`config.mk`:
```
export PLATFORM = sky130hd
export DESIGN_NAME = sar_decision_ctrl
export DESIGN_NICKNAME = d
export VERILOG_FILES = /design/src/rtl/sar_pkg.sv /design/src/rtl/sar_cycle_timer.sv /design/src/rtl/sar_decision_ctrl.sv
export SDC_FILE = /design/constraint.sdc
export NUM_CORES = 1
export LEC_CHECK = 0
export BUFFER_PORTS_ARGS = -buffer_cell sky130_fd_sc_hd__buf_4
export CORE_MARGIN = 1.5
export CORE_UTILIZATION = 45
export CTS_BUF_LIST = sky130_fd_sc_hd__clkbuf_4 sky130_fd_sc_hd__clkbuf_8 sky130_fd_sc_hd__clkbuf_16
export CTS_CLUSTER_DIAMETER = 60
export CTS_CLUSTER_SIZE = 14
export DETAILED_ROUTE_END_ITERATION = 8
export PLACE_DENSITY = 0.65
export SYNTH_ARGS = -nofsm -noshare
export SYNTH_HDL_FRONTEND = slang
export SYNTH_SLANG_ARGS = --single-unit
```
`constraint.sdc`:
```
create_clock -name clk -period 2.55 [get_ports clk]
set_input_delay 0.1275 -clock clk [delete_from_list [all_inputs] [get_ports clk]]
set_output_delay 0.1275 -clock clk [all_outputs]
set_load 0.02 [all_outputs]
```
`src/rtl/sar_pkg.sv`:
```
// Shared types and constants for the SAR decision controller.
package sar_pkg;

  typedef enum logic [2:0] {
    S_IDLE,
    S_SETTLE,
    S_STROBE,
    S_WAIT,
    S_DONE
  } sar_state_t;

  localparam int unsigned N_BITS_DEF     = 8;
  localparam int unsigned SETTLE_CYC_DEF = 1;
  localparam int unsigned COMP_LAT_DEF   = 1;

  // Comparator polarity: this level means input >= DAC, so the trial bit stays set.
  localparam logic DEC_KEEP = 1'b1;

endpackage

```
`src/rtl/sar_cycle_timer.sv`:
```
// Loadable down-counter; o_tc is high while the count sits at zero.
module sar_cycle_timer
  import sar_pkg::*;
#(
  parameter int W = 1
) (
  input  logic         clk,
  input  logic         rst_n,
  input  logic         i_load,
  input  logic [W-1:0] i_load_val,
  output logic         o_tc
);

  logic [W-1:0] r_cnt;

  always_ff @(posedge clk or negedge rst_n) begin
    if (!rst_n) begin
      r_cnt <= '0;
    end else if (i_load) begin
      r_cnt <= i_load_val;
    end else if (r_cnt != '0) begin
      r_cnt <= r_cnt - 1'b1;
    end
  end

  assign o_tc = (r_cnt == '0);

endmodule

```
`src/rtl/sar_decision_ctrl.sv`:
```
// SAR back end: strobes the comparator once per bit and resolves the DAC code MSB-first.
//
// state    | meaning
// S_IDLE   | waiting for start, dac_code holds
// S_SETTLE | DAC settling for SETTLE_CYC cycles
// S_STROBE | comp_en pulse
// S_WAIT   | comparator latency; decision sampled on the final edge
// S_DONE   | valid pulse, result fresh
module sar_decision_ctrl
  import sar_pkg::*;
#(
  parameter int N_BITS     = N_BITS_DEF,
  parameter int SETTLE_CYC = SETTLE_CYC_DEF,
  parameter int COMP_LAT   = COMP_LAT_DEF
) (
  input  logic              clk,
  input  logic              rst_n,
  input  logic              start,
  input  logic              abort,
  input  logic              decision,
  output logic              comp_en,
  output logic [N_BITS-1:0] dac_code,
  output logic [N_BITS-1:0] result,
  output logic              valid,
  output logic              busy
);

  localparam int IW   = $clog2(N_BITS);
  localparam int TMAX = (SETTLE_CYC > COMP_LAT) ? SETTLE_CYC : COMP_LAT;
  localparam int TW   = $clog2(TMAX + 1);

  localparam logic [TW-1:0]     SETTLE_LD = TW'(SETTLE_CYC - 1);
  localparam logic [TW-1:0]     WAIT_LD   = TW'(COMP_LAT - 1);
  localparam logic [IW-1:0]     IDX_TOP   = IW'(N_BITS - 1);
  localparam logic [N_BITS-1:0] MIDSCALE  = {1'b1, {(N_BITS-1){1'b0}}};

  sar_state_t        r_state, w_state_nxt;
  logic [IW-1:0]     r_idx, w_idx_nxt;
  logic [N_BITS-1:0] r_dac, w_dac_nxt;
  logic [N_BITS-1:0] r_result, w_result_nxt;
  logic              w_tmr_load;
  logic [TW-1:0]     w_tmr_val;
  logic              w_tmr_tc;

  // One timer serves both SETTLE and WAIT; it is reloaded on entry to each phase.
  sar_cycle_timer #(.W(TW)) u_timer (
    .clk        (clk),
    .rst_n      (rst_n),
    .i_load     (w_tmr_load),
    .i_load_val (w_tmr_val),
    .o_tc       (w_tmr_tc)
  );

  always_ff @(posedge clk or negedge rst_n) begin
    if (!rst_n) begin
      r_state  <= S_IDLE;
      r_idx    <= IDX_TOP;
      r_dac    <= '0;
      r_result <= '0;
    end else begin
      r_state  <= w_state_nxt;
      r_idx    <= w_idx_nxt;
      r_dac    <= w_dac_nxt;
      r_result <= w_result_nxt;
    end
  end

  always_comb begin
    w_state_nxt  = r_state;
    w_idx_nxt    = r_idx;
    w_dac_nxt    = r_dac;
    w_result_nxt = r_result;
    w_tmr_load   = 1'b0;
    w_tmr_val    = SETTLE_LD;

    if (abort) begin
      w_state_nxt = S_IDLE;
    end else begin
      case (r_state)
        S_IDLE, S_DONE: begin
          if (start) begin
            w_state_nxt = S_SETTLE;
            w_dac_nxt   = MIDSCALE;
            w_idx_nxt   = IDX_TOP;
            w_tmr_load  = 1'b1;
          end else begin
            w_state_nxt = S_IDLE;
          end
        end
        S_SETTLE: begin
          if (w_tmr_tc) w_state_nxt = S_STROBE;
        end
        S_STROBE: begin
          w_state_nxt = S_WAIT;
          w_tmr_load  = 1'b1;
          w_tmr_val   = WAIT_LD;
        end
        S_WAIT: begin
          if (w_tmr_tc) begin
            if (decision != DEC_KEEP) w_dac_nxt[r_idx] = 1'b0;
            if (r_idx != '0) begin
              w_dac_nxt[r_idx - 1'b1] = 1'b1;
              w_idx_nxt   = r_idx - 1'b1;
              w_state_nxt = S_SETTLE;
              w_tmr_load  = 1'b1;
            end else begin
              w_result_nxt = w_dac_nxt;
              w_state_nxt  = S_DONE;
            end
          end
        end
        default: w_state_nxt = S_IDLE;
      endcase
    end
  end

  assign comp_en  = (r_state == S_STROBE);
  assign valid    = (r_state == S_DONE);
  assign busy     = (r_state == S_SETTLE) || (r_state == S_STROBE) || (r_state == S_WAIT);
  assign dac_code = r_dac;
  assign result   = r_result;

endmodule

```
==> results.txt, run 1 <==
----------------------------------------------------
[Cells and area]
  Commonest non-fill, non-tap cell in the layout ... sky130_fd_sc_hd__buf_4
  Most frequent cells in the layout ... sky130_fd_sc_hd__buf_4 (23), sky130_fd_sc_hd__dfrtp_1 (19), sky130_fd_sc_hd__o21ai_0 (16)
  Diodes inserted ... 0
  Number of nets at the end of the flow ... ~150
  Fraction of layout instances using a drive strength above 1 ... 0.304
  Area taken by flip-flops and latches ... 554 um^2
  Area added between synthesis and finish ... 18.8%
  Multi-input gate area ... approximately 580 um^2
  Filler Cells Inserted ... 222

[Die]
  FP Rows ... 18
  Count of boundary I/O pins ... 24
  Starting Density ... 0.482
  Width of the die ... 54.7 um
  Die span in y ... roughly 55 um
  Core area ... 0.00250 mm^2
  Die area ... 0.00300 mm^2

[Synth]
  Post-synthesis instance area ... ~0.0012 mm^2
  Largest area contributor in the netlist ... sky130_fd_sc_hd__dfrtp_1
  Syn nets ... 124
  Count of different cell masters after synthesis ... 43
  Post-Synthesis Mean Instance Area ... 10.3 um^2
  Post-synthesis compound-gate area fraction ... 0.224
  Number of warning messages in the yosys log ... 0
  Sequential area share after synthesis ... 0.460
  Multiplexer share of the synthesized area ... 0.0280
  Ranking of synthesized cells by area ... sky130_fd_sc_hd__dfrtp_1 (39%), sky130_fd_sc_hd__o21ai_0 (6.6%), sky130_fd_sc_hd__dfstp_2 (6.5%)
  Post-synthesis simple-gate area fraction ... 0.188
  Synth Area in Adders ... 0.0208
  Count of state elements after synthesis ... 22
  Share of the synthesized area in the top cell type ... 0.395
  XOR/XNOR Fraction of Synth Area ... 0.0218
  Dominant combinational cell family by area after synthesis ... compound AO/OA/AOI/OAI gates
  Count of mapped cells out of synthesis ... approximately 120

[Setup path]
  Critical path class ... flip-flop to flip-flop
  Data arrival time of the worst path ... 2160 ps
  Kind of capture point of the worst setup path ... flip-flop
  Startpoint Class ... flip-flop
  Critical path, cell by cell ... inv_1 > ha_1 > nor2b_1 > nand2_1 > mux2_2
  Critical path's largest stage delay ... about 640 ps
  Crit-path slowest cell ... sky130_fd_sc_hd__dfstp_2
  Count of buffering cells on the critical path with inverters included ... 1
  Slack of the worst reg-to-reg path ... about 600 ps
  Kind of cell with the highest combined delay on the critical path ... flip-flops
  Total stage count of the critical path ... 5
  R2R depth ... 5
  Crit-path max FO ... 11
  Data required time of the worst path ... 2770 ps

[Timing]
  Post-route fraction of the period consumed by the critical path ... 0.763
  Final slew viol count ... 0
  Slew at the pin closest to its max-slew limit ... 352 ps
  Fmax ... between 500 and 600 MHz
  Setup repair after global routing missed its margin ... false
  Total negative slack ... 0 ps
  Worst clock skew on the final layout ... between 9 and 10 ps
  Final-report setup violation count ... 0
  Time the final worst path needs with I/O delays and setup ... 1950 ps
  Final hold violations ... 0
  Slew HR ... 0.765

[Clock network]
  TritonCTS clock tree ... done
  Clock tree root driver cell ... sky130_fd_sc_hd__clkbuf_4
  Longest Clk Path Bufs ... 2
  Clock latency of the later-clocked register in the worst-skew pair ... 320 ps
  CTS sink count ... 22
  CTS H-tree depth ... 1
  Buffer count from post-CTS setup fixing ... 0
  TritonCTS buffer count ... 3
  Clock transition at path regs ... 130 ps

[Global routing]
  Congestion Overflow GR ... 0
  Pin count of the biggest net entering global routing ... 23
  Vias in the first global route ... 901
  First-pass GRT wire length ... 4090 um
  GRT Total Usage ... 0.193
  Antenna violations before repair ... 0

[Route]
  Per-cell via count in the routed design ... 5.79
  Final routed DRC violation total ... 0
  Overall routed net length ... 2540 um
  Router iterations before antenna repair ... 4
  Residual antenna-violating net count after detailed routing ... 0
  Vias after detailed routing ... 972
  Average wire per cell in the routed design ... 15.1 um
  Violation count after the first detailed-route iteration ... 31

[Job]
  Max capacitance violation total ... 0

[Power]
  Worst ir drop on vdd ... 0.000454 V
  Power consumption ... 0.00101 W
  P per Cell Area ... 705 mW/mm^2
  LEAKAGE ... 0.661 nW

[Placement]
  Number of port buffers ... 23
  Final HPWL from detailed placement ... between 1500 and 2000 um
  Routability cong. ... 0.871

[Outcome]
  Result of the run ... finished, final reports clean

[Hold path]
  Depth of the worst hold-timing path ... 2
  Type of the most critical hold path ... primary input to flip-flop

----------------------------------------------------
where the power goes:
part	internal [W]	total (W)	switching, W
combinational	0.000115	0.000281	0.000166
clock	0.000159	0.000271	0.000112
sequential	0.000392	0.000458	0.0000660
total	0.000666	0.00101	0.000344
area by class of cell:
| type | count | area share |
|---|---|---|
| Clock inverter | 1 | 0.0210 |
| Clock buffer | 3 | 0.0157 |
| Timing Repair Buffer | 24 | 0.128 |
| Tap cell | 30 | 0.0262 |
| Multi-Input combinational cell | 82 | 0.406 |
| Sequential cell | 22 | 0.387 |
| Inverter | 6 | 0.0157 |
worst paths after layout:
kind,startpoint,end
min reg2reg,result[2],result[2]
max,r_idx[0],result[6]
min in group asynchronous,rst_n,result[6]
min,abort,r_state[1]
max reg2reg,r_idx[0],result[6]
max in group asynchronous,rst_n,r_idx[0]
layer usage:
layer | track usage | vias to the layer above | wire, um
met4 | 0.0792 | 0 | 42
met3 | 0.0273 | 5 | 90
met2 | 0.319 | 27 | 1180
li1 | - | 469 | -
met1 | 0.249 | 471 | 1230
met5 | 0 | - | 0
stage by stage:
stage	utilization	hold WS, ps	instance area, um^2	setup slack, ps	std cells
2_1_floorplan	-	-168	1200	639	117
3_3_place_gp	0.548	32.2	1370	698	163
3_5_place_dp	0.548	38.5	1370	598	163
4_1_cts	0.573	13.2	1430	588	168
5_1_grt	0.573	27.1	1430	492	168
6_report	0.573	22.6	1430	605	168
state kept, by name (all words and copies together) (netlist names):
signal / count
r_state: 3
dac_code: 8
result: 8
r_idx: 3
cell usage after synthesis (all sizes together):
| cell | number |
|---|---|
| a211oi | 1 |
| a21o | 1 |
| a21oi | 1 |
| a22oi | 1 |
| a32oi | 1 |
| and2 | 1 |
| and3 | 1 |
| and4bb | 1 |
| buf | 4 |
| clkbuf | 3 |
| dfrtp | 19 |
| dfstp | 3 |
| ha | 2 |
| inv | 6 |
| mux2 | 3 |
| nand2 | 7 |
| nand2b | 6 |
| nand3 | 1 |
| nand3b | 1 |
| nand4bb | 1 |
| nor2 | 5 |
| nor2b | 2 |
| nor3 | 2 |
| nor3b | 1 |
| nor4 | 1 |
| o211ai | 1 |
| o21ai | 21 |
| o21ba | 2 |
| o22ai | 1 |
| o311ai | 5 |
| o31ai | 3 |
| o32ai | 1 |
| or2 | 1 |
| or3 | 1 |
| or3b | 1 |
| or4 | 1 |
| or4b | 1 |
| xnor2 | 2 |
| xor2 | 1 |
what timing repair did:
item | CTS | global route
resized for setup | 0 | 0
hold buffers | 1 | 0
endpoints found under the hold margin | 22 | 0
cells by family after synthesis:
family | Yosys count
buffers and inverters | 13
AO/OA/AOI/OAI | 39
adder cells (fa/ha/maj) | 2
flip-flops | 22
AND/OR/NAND/NOR | 35
multiplexers | 3
XOR/XNOR | 3
Note: power is estimated with default switching activity, not from simulation.
==> run 2: changes to the inputs <==
Settings changed: ABC_AREA set to 1.
Clock period 2.55 ns to 1.9 ns, I/O delays scaled along.
==> run 2 against run 1 <==
Compared with the run above: routed wire length rose by 1.6%; hold slack improved by 15 ps; clock-buffer cell count did not move; final area rose by 1.7%; die area fell by 1.9%; register-to-register slack got worse by 320 ps; sequential share of layout area fell by 0.63 points; combinational power rose by 57%; sequential cell count did not move; critical path type unchanged.
==> results.txt, run 2 <==
----------------------------------------------------
[Outcome]
  Result of the run ... finished, final reports clean (unchanged)

[Synth]
  Top cell types by occurrence after synthesis ... sky130_fd_sc_hd__nand2_1 (73), sky130_fd_sc_hd__dfrtp_1 (19), sky130_fd_sc_hd__nand3_1 (13) (was sky130_fd_sc_hd__dfrtp_1 (19), sky130_fd_sc_hd__o21ai_0 (16), sky130_fd_sc_hd__nand2_1 (7))
  Number of synthesized flops with an enable pin ... 0 (unchanged)
  Count of mapped cells out of synthesis ... 156 (was 117)
  Post-synthesis instance area ... 0.00118 mm^2 (was 0.00120 mm^2)
  Number of warning messages in the yosys log ... 0 (unchanged)
  Ranking of synthesized cells by area ... sky130_fd_sc_hd__dfrtp_1 (40%), sky130_fd_sc_hd__nand2_1 (23%), sky130_fd_sc_hd__dfstp_2 (6.7%) (was sky130_fd_sc_hd__dfrtp_1 (39%), sky130_fd_sc_hd__o21ai_0 (6.6%), sky130_fd_sc_hd__dfstp_2 (6.5%))
  Count of different cell masters after synthesis ... 19 (was 43)
  Sequential area share after synthesis ... 0.469 (was 0.460)
  Largest area contributor in the netlist ... sky130_fd_sc_hd__dfrtp_1 (unchanged)
  Syn nets ... 163 (was 124)
  Count of state elements after synthesis ... 22 (unchanged)
  Leading cell type by number of instances after synthesis ... sky130_fd_sc_hd__nand2_1 (was sky130_fd_sc_hd__dfrtp_1)
  Post-Synthesis Mean Instance Area ... 7.57 um^2 (was 10.3 um^2)
  Share of the synthesized area in the top cell type ... 0.403 (was 0.395)
  Async SR Flop Fraction ... 1.00 (unchanged)
  Predominant post-synthesis flop cell ... sky130_fd_sc_hd__dfrtp_1 (unchanged)

[Setup path]
  Data required time of the worst path ... 2160 ps (was 2770 ps)
  Data arrival time of the worst path ... 1870 ps (was 2160 ps)
  Kind of capture point of the worst setup path ... flip-flop (unchanged)
  Critical path class ... flip-flop to flip-flop (unchanged)
  Startpoint Class ... flip-flop (unchanged)
  Crit-path max FO ... 7 (was 11)

[Timing]
  Total negative slack ... 0 ps (unchanged)
  Final hold violations ... 0 (unchanged)
  Post-route fraction of the period consumed by the critical path ... 0.848 (was 0.763)
  Worst clock skew on the final layout ... 3.04 ps (was 9.60 ps)
  Slew HR ... 0.741 (was 0.765)
  Final slew viol count ... 0 (unchanged)
  Final-report setup violation count ... 0 (unchanged)
  Setup repair after global routing missed its margin ... false (unchanged)
  Slew at the pin closest to its max-slew limit ... 384 ps (was 352 ps)
  Time the final worst path needs with I/O delays and setup ... 1610 ps (was 1950 ps)
  Fmax ... 620 MHz (was 514 MHz)
  Min setup slack post-route ... 288 ps (was 605 ps)

[Route]
  Residual antenna-violating net count after detailed routing ... 0 (unchanged)
  Average wire per cell in the routed design ... 12.1 um (was 15.1 um)
  Final routed DRC violation total ... 0 (unchanged)
  Router iterations before antenna repair ... 4 (unchanged)
  Overall routed net length ... 2580 um (was 2540 um)
  Vias after detailed routing ... 1086 (was 972)
  Per-cell via count in the routed design ... 5.07 (was 5.79)
  Violation count after the first detailed-route iteration ... 30 (was 31)

[Cells and area]
  Core Util, Final ... 0.587 (was 0.573)
  Diodes inserted ... 0 (unchanged)
  Number of nets at the end of the flow ... 192 (was 146)
  Filler Cells Inserted ... 230 (was 222)
  Multi-input gate area ... 566 um^2 (was 582 um^2)
  Area added between synthesis and finish ... 23.2% (was 18.8%)
  Fraction of layout instances using a drive strength above 1 ... 0.245 (was 0.304)
  Commonest non-fill, non-tap cell in the layout ... sky130_fd_sc_hd__nand2_1 (was sky130_fd_sc_hd__buf_4)
  Most frequent cells in the layout ... sky130_fd_sc_hd__nand2_1 (73), sky130_fd_sc_hd__buf_4 (24), sky130_fd_sc_hd__dfrtp_1 (19) (was sky130_fd_sc_hd__buf_4 (23), sky130_fd_sc_hd__dfrtp_1 (19), sky130_fd_sc_hd__o21ai_0 (16))
  Area taken by flip-flops and latches ... 554 um^2 (unchanged)

[Clock network]
  TritonCTS buffer count ... 3 (unchanged)
  TritonCTS clock tree ... done (unchanged)
  Clock tree root driver cell ... sky130_fd_sc_hd__clkbuf_4 (unchanged)
  CTS H-tree depth ... 1 (unchanged)
  Resized cells post-CTS ... 0 (unchanged)
  Clock transition at path regs ... 120 ps (was 130 ps)
  Longest Clk Path Bufs ... 2 (unchanged)
  CTS sink count ... 22 (unchanged)
  Clock latency of the later-clocked register in the worst-skew pair ... 310 ps (was 320 ps)

[Power]
  Power consumption ... 0.00139 W (was 0.00101 W)
  LEAKAGE ... 0.794 nW (was 0.661 nW)
  P per Cell Area ... 956 mW/mm^2 (was 705 mW/mm^2)
  Worst ir drop on vdd ... 0.000610 V (was 0.000454 V)

[Global routing]
  GRT Total Usage ... 0.204 (was 0.193)
  First-pass GRT wire length ... 4220 um (was 4090 um)
  Pin count of the biggest net entering global routing ... 23 (unchanged)
  Vias in the first global route ... 1005 (was 901)
  Congestion Overflow GR ... 0 (unchanged)
  Antenna violations before repair ... 0 (unchanged)

[Placement]
  Routability cong. ... 0.835 (was 0.871)
  Number of port buffers ... 23 (unchanged)
  Setup slack at placement ... 331 ps (was 598 ps)
  Final HPWL from detailed placement ... 1890 um (was 1760 um)

[Die]
  FP Rows ... 18 (unchanged)
  Core area ... 0.00248 mm^2 (was 0.00250 mm^2)
  Die span in y ... 54.2 um (was 54.7 um)
  Width of the die ... 54.2 um (was 54.7 um)
  Starting Density ... 0.477 (was 0.482)
  Count of boundary I/O pins ... 24 (unchanged)
  Die area ... 0.00294 mm^2 (was 0.00300 mm^2)

[Job]
  Max capacitance violation total ... 0 (unchanged)

[Hold path]
  Type of the most critical hold path ... primary input to flip-flop (unchanged)

----------------------------------------------------
==> run 2: cell types whose count changed after synthesis, moves of 5 or more <==
cell and delta:
sky130_fd_sc_hd__inv_1 +6, sky130_fd_sc_hd__o21ai_0 -15, sky130_fd_sc_hd__nand2b_1 -6, sky130_fd_sc_hd__o21ai_1 -5
sky130_fd_sc_hd__nor2_1 +6, sky130_fd_sc_hd__o21ai_2 +8, sky130_fd_sc_hd__nand3_1 +12, sky130_fd_sc_hd__nand2_1 +66
==> run 2: power breakdown <==
group | internal, W | switching [W] | total [W] | leakage (nW)
logic | 0.000146 | 0.000294 | 0.000440 | 0.476
registers | 0.000531 | 0.0000594 | 0.000590 | 0.289
clock network | 0.000213 | 0.000147 | 0.000361 | 0.0279
total | 0.000890 | 0.000501 | 0.00139 | 0.794
==> run 2: cell families (layout without fill, tap and decap cells) <==
| kind of cell | Yosys count | in the layout | share of synthesized area |
|---|---|---|---|
| adder cells (fa/ha/maj) | 2 | 2 | 0.0212 |
| AO/OA/AOI/OAI | 12 | 12 | 0.0763 |
| AND/OR/NAND/NOR | 106 | 106 | 0.381 |
| flip-flops | 22 | 22 | 0.469 |
| buffers and inverters | 14 | 42 | 0.0519 |
==> run 2: routing by layer <==
layer / wire length, um / up-vias / track usage
li1: - / 541 / -
met1: 1190 / 500 / 0.266
met2: 1210 / 40 / 0.325
met3: 139 / 5 / 0.0301
met4: 42 / 0 / 0.108
met5: 0 / - / 0
==> run 2: final timing paths <==
path / startpoint / end / slack [ps] / cells after the start
max: r_idx[0] / dac_code[6] / 290 / 7
min: start / r_state[0] / 40 / 3
max reg2reg: r_idx[0] / dac_code[6] / 290 / 7
min reg2reg: result[4] / result[4] / 500 / 2
max in group asynchronous: rst_n / r_idx[2] / 1430 / 2
min in group asynchronous: rst_n / result[6] / 200 / 2
==> run 2: final cells by class <==
cell class | instances | area share
clock buffer | 3 | 0.0155
clock inverter | 1 | 0.0206
inverter | 12 | 0.0310
multi-input combinational | 120 | 0.389
sequential | 22 | 0.381
tap | 30 | 0.0258
timing repair buffer | 26 | 0.138
==> run 2: stage by stage <==
step           instances  instance area [um^2]  hold WS (ps)
5_1_grt              214                  1460          44.3
4_1_cts              214                  1460          38.3
3_5_place_dp         208                  1380        -0.220
2_1_floorplan        156                  1180          -201
3_3_place_gp         208                  1380        0.0334
6_report             214                  1460          37.8
==> run 2: critical path: stages (launching register included) <==
cell                      delay (ps)
sky130_fd_sc_hd__dfstp_2         600
sky130_fd_sc_hd__inv_1            90
sky130_fd_sc_hd__ha_1            210
sky130_fd_sc_hd__nand2_1         140
sky130_fd_sc_hd__nand2_1          70
sky130_fd_sc_hd__nor2_1          220
sky130_fd_sc_hd__nand3_1         140
sky130_fd_sc_hd__nand2_1         100
==> run 2: timing repair <==
item,in CTS,in global routing
hold endpoints to repair,23,0
hold buffers,2,0
setup endpoints to repair,0,0
buffers inserted,0,0
==> run 3: changes to the inputs <==
Clock period 1.9 ns to 1.65 ns, I/O delays scaled along.
==> run 3 against run 2 <==
Compared with the run above: cell count grew 1.9%; total power grew 8.7%; utilization grew 0.30 points; final area grew 0.52%; register-to-register slack lost 150 ps; critical path type unchanged; largest cell class unchanged.
==> results.txt, run 3 (synthesis results as in run 2) <==
----------------------------------------------------
[Outcome]
  Result of the run ... finished, final reports clean (unchanged)

[Clock network]
  Resized cells post-CTS ... 0 (unchanged)
  TritonCTS buffer count ... 3 (unchanged)
  Clock transition at path regs ... 130 ps (was 120 ps)
  Clock tree root driver cell ... sky130_fd_sc_hd__clkbuf_4 (unchanged)
  CTS sink count ... 22 (unchanged)
  Longest Clk Path Bufs ... 2 (unchanged)
  TritonCTS clock tree ... done (unchanged)
  Clock latency of the later-clocked register in the worst-skew pair ... 310 ps (about the same)
  CTS H-tree depth ... 1 (unchanged)

[Route]
  Router iterations before antenna repair ... 4 (unchanged)
  Final routed DRC violation total ... 0 (unchanged)
  Violation count after the first detailed-route iteration ... 34 (was 30)
  Overall routed net length ... 2540 um (was 2580 um)
  Per-cell via count in the routed design ... 4.97 (was 5.07)
  Vias after detailed routing ... 1084 (was 1086)
  Average wire per cell in the routed design ... 11.6 um (was 12.1 um)
  Residual antenna-violating net count after detailed routing ... 0 (unchanged)

[Die]
  Die span in y ... 54.2 um (unchanged)
  Starting Density ... 0.477 (unchanged)
  Die area ... 0.00294 mm^2 (unchanged)
  Count of boundary I/O pins ... 24 (unchanged)
  Core area ... 0.00248 mm^2 (unchanged)
  Width of the die ... 54.2 um (unchanged)
  FP Rows ... 18 (unchanged)

[Cells and area]
  Fraction of layout instances using a drive strength above 1 ... 0.261 (was 0.245)
  Diodes inserted ... 0 (unchanged)
  Commonest non-fill, non-tap cell in the layout ... sky130_fd_sc_hd__nand2_1 (unchanged)
  Non-filler instance count after layout ... 218 (was 214)
  Area added between synthesis and finish ... 23.8% (was 23.2%)
  Final instance area ... 0.00146 mm^2 (about the same)
  Number of nets at the end of the flow ... 196 (was 192)
  Most frequent cells in the layout ... sky130_fd_sc_hd__nand2_1 (73), sky130_fd_sc_hd__buf_4 (28), sky130_fd_sc_hd__dfrtp_1 (19) (was sky130_fd_sc_hd__nand2_1 (73), sky130_fd_sc_hd__buf_4 (24), sky130_fd_sc_hd__dfrtp_1 (19))
  Core Util, Final ... 0.590 (was 0.587)

[Setup path]
  Worst r2r dst ... r_idx[2] (was dac_code[6])
  Critical path class ... flip-flop to flip-flop (unchanged)
  Data required time of the worst path ... 1890 ps (was 2160 ps)
  Slack of the worst reg-to-reg path ... 130 ps (was 290 ps)
  R2r startpoint ... r_idx[0] (unchanged)
  Kind of capture point of the worst setup path ... flip-flop (unchanged)
  Crit-path max FO ... 4 (was 7)
  Startpoint Class ... flip-flop (unchanged)
  Data arrival time of the worst path ... 1760 ps (was 1870 ps)
  R2R depth ... 8 (was 7)

[Timing]
  Min setup slack post-route ... 133 ps (was 288 ps)
  Setup repair after global routing missed its margin ... false (unchanged)
  Final-report setup violation count ... 0 (unchanged)
  Final hold violations ... 0 (unchanged)
  Slew HR ... 0.804 (was 0.741)
  Fmax ... 659 MHz (was 620 MHz)
  Slew at the pin closest to its max-slew limit ... 292 ps (was 384 ps)
  Worst clock skew on the final layout ... 14.6 ps (was 3.04 ps)
  Post-route fraction of the period consumed by the critical path ... 0.919 (was 0.848)
  Time the final worst path needs with I/O delays and setup ... 1520 ps (was 1610 ps)
  Total negative slack ... 0 ps (unchanged)
  Final slew viol count ... 0 (unchanged)

[Global routing]
  Pin count of the biggest net entering global routing ... 23 (unchanged)
  Antenna violations before repair ... 0 (unchanged)
  First-pass GRT wire length ... 4300 um (was 4220 um)
  Vias in the first global route ... 1002 (was 1005)
  GRT Total Usage ... 0.206 (was 0.204)
  Congestion Overflow GR ... 0 (unchanged)

[Power]
  Worst ir drop on vdd ... 0.000700 V (was 0.000610 V)
  LEAKAGE ... 0.804 nW (was 0.794 nW)
  P per Cell Area ... 1030 mW/mm^2 (was 956 mW/mm^2)

[Hold path]
  Endpoint of the worst hold path ... r_state[0] (unchanged)
  Depth of the worst hold-timing path ... 3 (unchanged)
  Type of the most critical hold path ... primary input to flip-flop (unchanged)
  Launch instance of the worst min-delay path ... start (unchanged)

[Placement]
  Setup slack at placement ... 98.4 ps (was 331 ps)
  Number of cells after detailed placement ... 211 (was 208)
  Final HPWL from detailed placement ... 1990 um (was 1890 um)
  Number of port buffers ... 23 (unchanged)
  Routability cong. ... 0.855 (was 0.835)
  Cell area reported after detailed placement ... 0.00141 mm^2 (was 0.00138 mm^2)

[Job]
  Max capacitance violation total ... 0 (unchanged)

----------------------------------------------------
[run 3: cell types whose count changed in the layout (fill, tap and decap cells not counted), sizes merged]
cell,previous run,this run
bufinv,1,0
buf,24,28
clkbuf,3,4
[run 3: metrics by stage]
stage	total power, W	hold WS [ps]
after floorplan	0.00104	-213
after global placement	0.00122	-13.6
after detailed placement	0.00123	-14.7
after CTS	0.00150	19.9
after global routing	0.00163	13.7
final	0.00151	23.5
[run 3: cell type report]
type,count,area (um^2)
Multi-Input combinational cell,120,566
Inverter,12,45.0
Timing Repair Buffer,30,230
Tap cell,30,37.5
Clock buffer,4,30.0
Fill cell,242,1010
Sequential cell,22,554
[run 3: repair_timing]
action	CTS	global route
buffers inserted	0	1
hold buffers	2	0
setup endpoints to repair	0	14
hold endpoints to repair	23	0
[run 3: how the worst max path moves through the flow]
stage / start / depth (start not counted) / endpoint
finish: r_idx[0] / 8 / r_idx[2]
global route: r_idx[0] / 7 / result[5]
CTS: r_idx[0] / 7 / result[2]
detailed placement: r_idx[0] / 7 / result[2]
global placement: r_idx[0] / 7 / result[3]
floorplan: r_idx[0] / 7 / result[7]
[run 3: report_power, final]
part,total [W],internal [W],switching [W]
combinational,0.000584,0.000214,0.000371
clock,0.000270,0.000111,0.000159
sequential,0.000658,0.000610,0.0000486
total,0.00151,0.000934,0.000578
[run 3: critical path: stages, from the launching register on]
cell and delay [ps]:
sky130_fd_sc_hd__dfstp_2 570, sky130_fd_sc_hd__inv_1 70, sky130_fd_sc_hd__ha_1 210, sky130_fd_sc_hd__nand2_1 120, sky130_fd_sc_hd__inv_1 100, sky130_fd_sc_hd__nand2_1 140, sky130_fd_sc_hd__nand2_1 110, sky130_fd_sc_hd__nand2_1 80
sky130_fd_sc_hd__nand2_1 50
[run 3: metal layers]
| metal | GRT usage | share of wire | up-vias |
|---|---|---|---|
| li1 | - | - | 552 |
| met1 | 0.266 | 0.47 | 485 |
| met2 | 0.331 | 0.45 | 37 |
| met3 | 0.0383 | 0.049 | 10 |
| met4 | 0.100 | 0.027 | 0 |
| met5 | 0 | 0 | - |
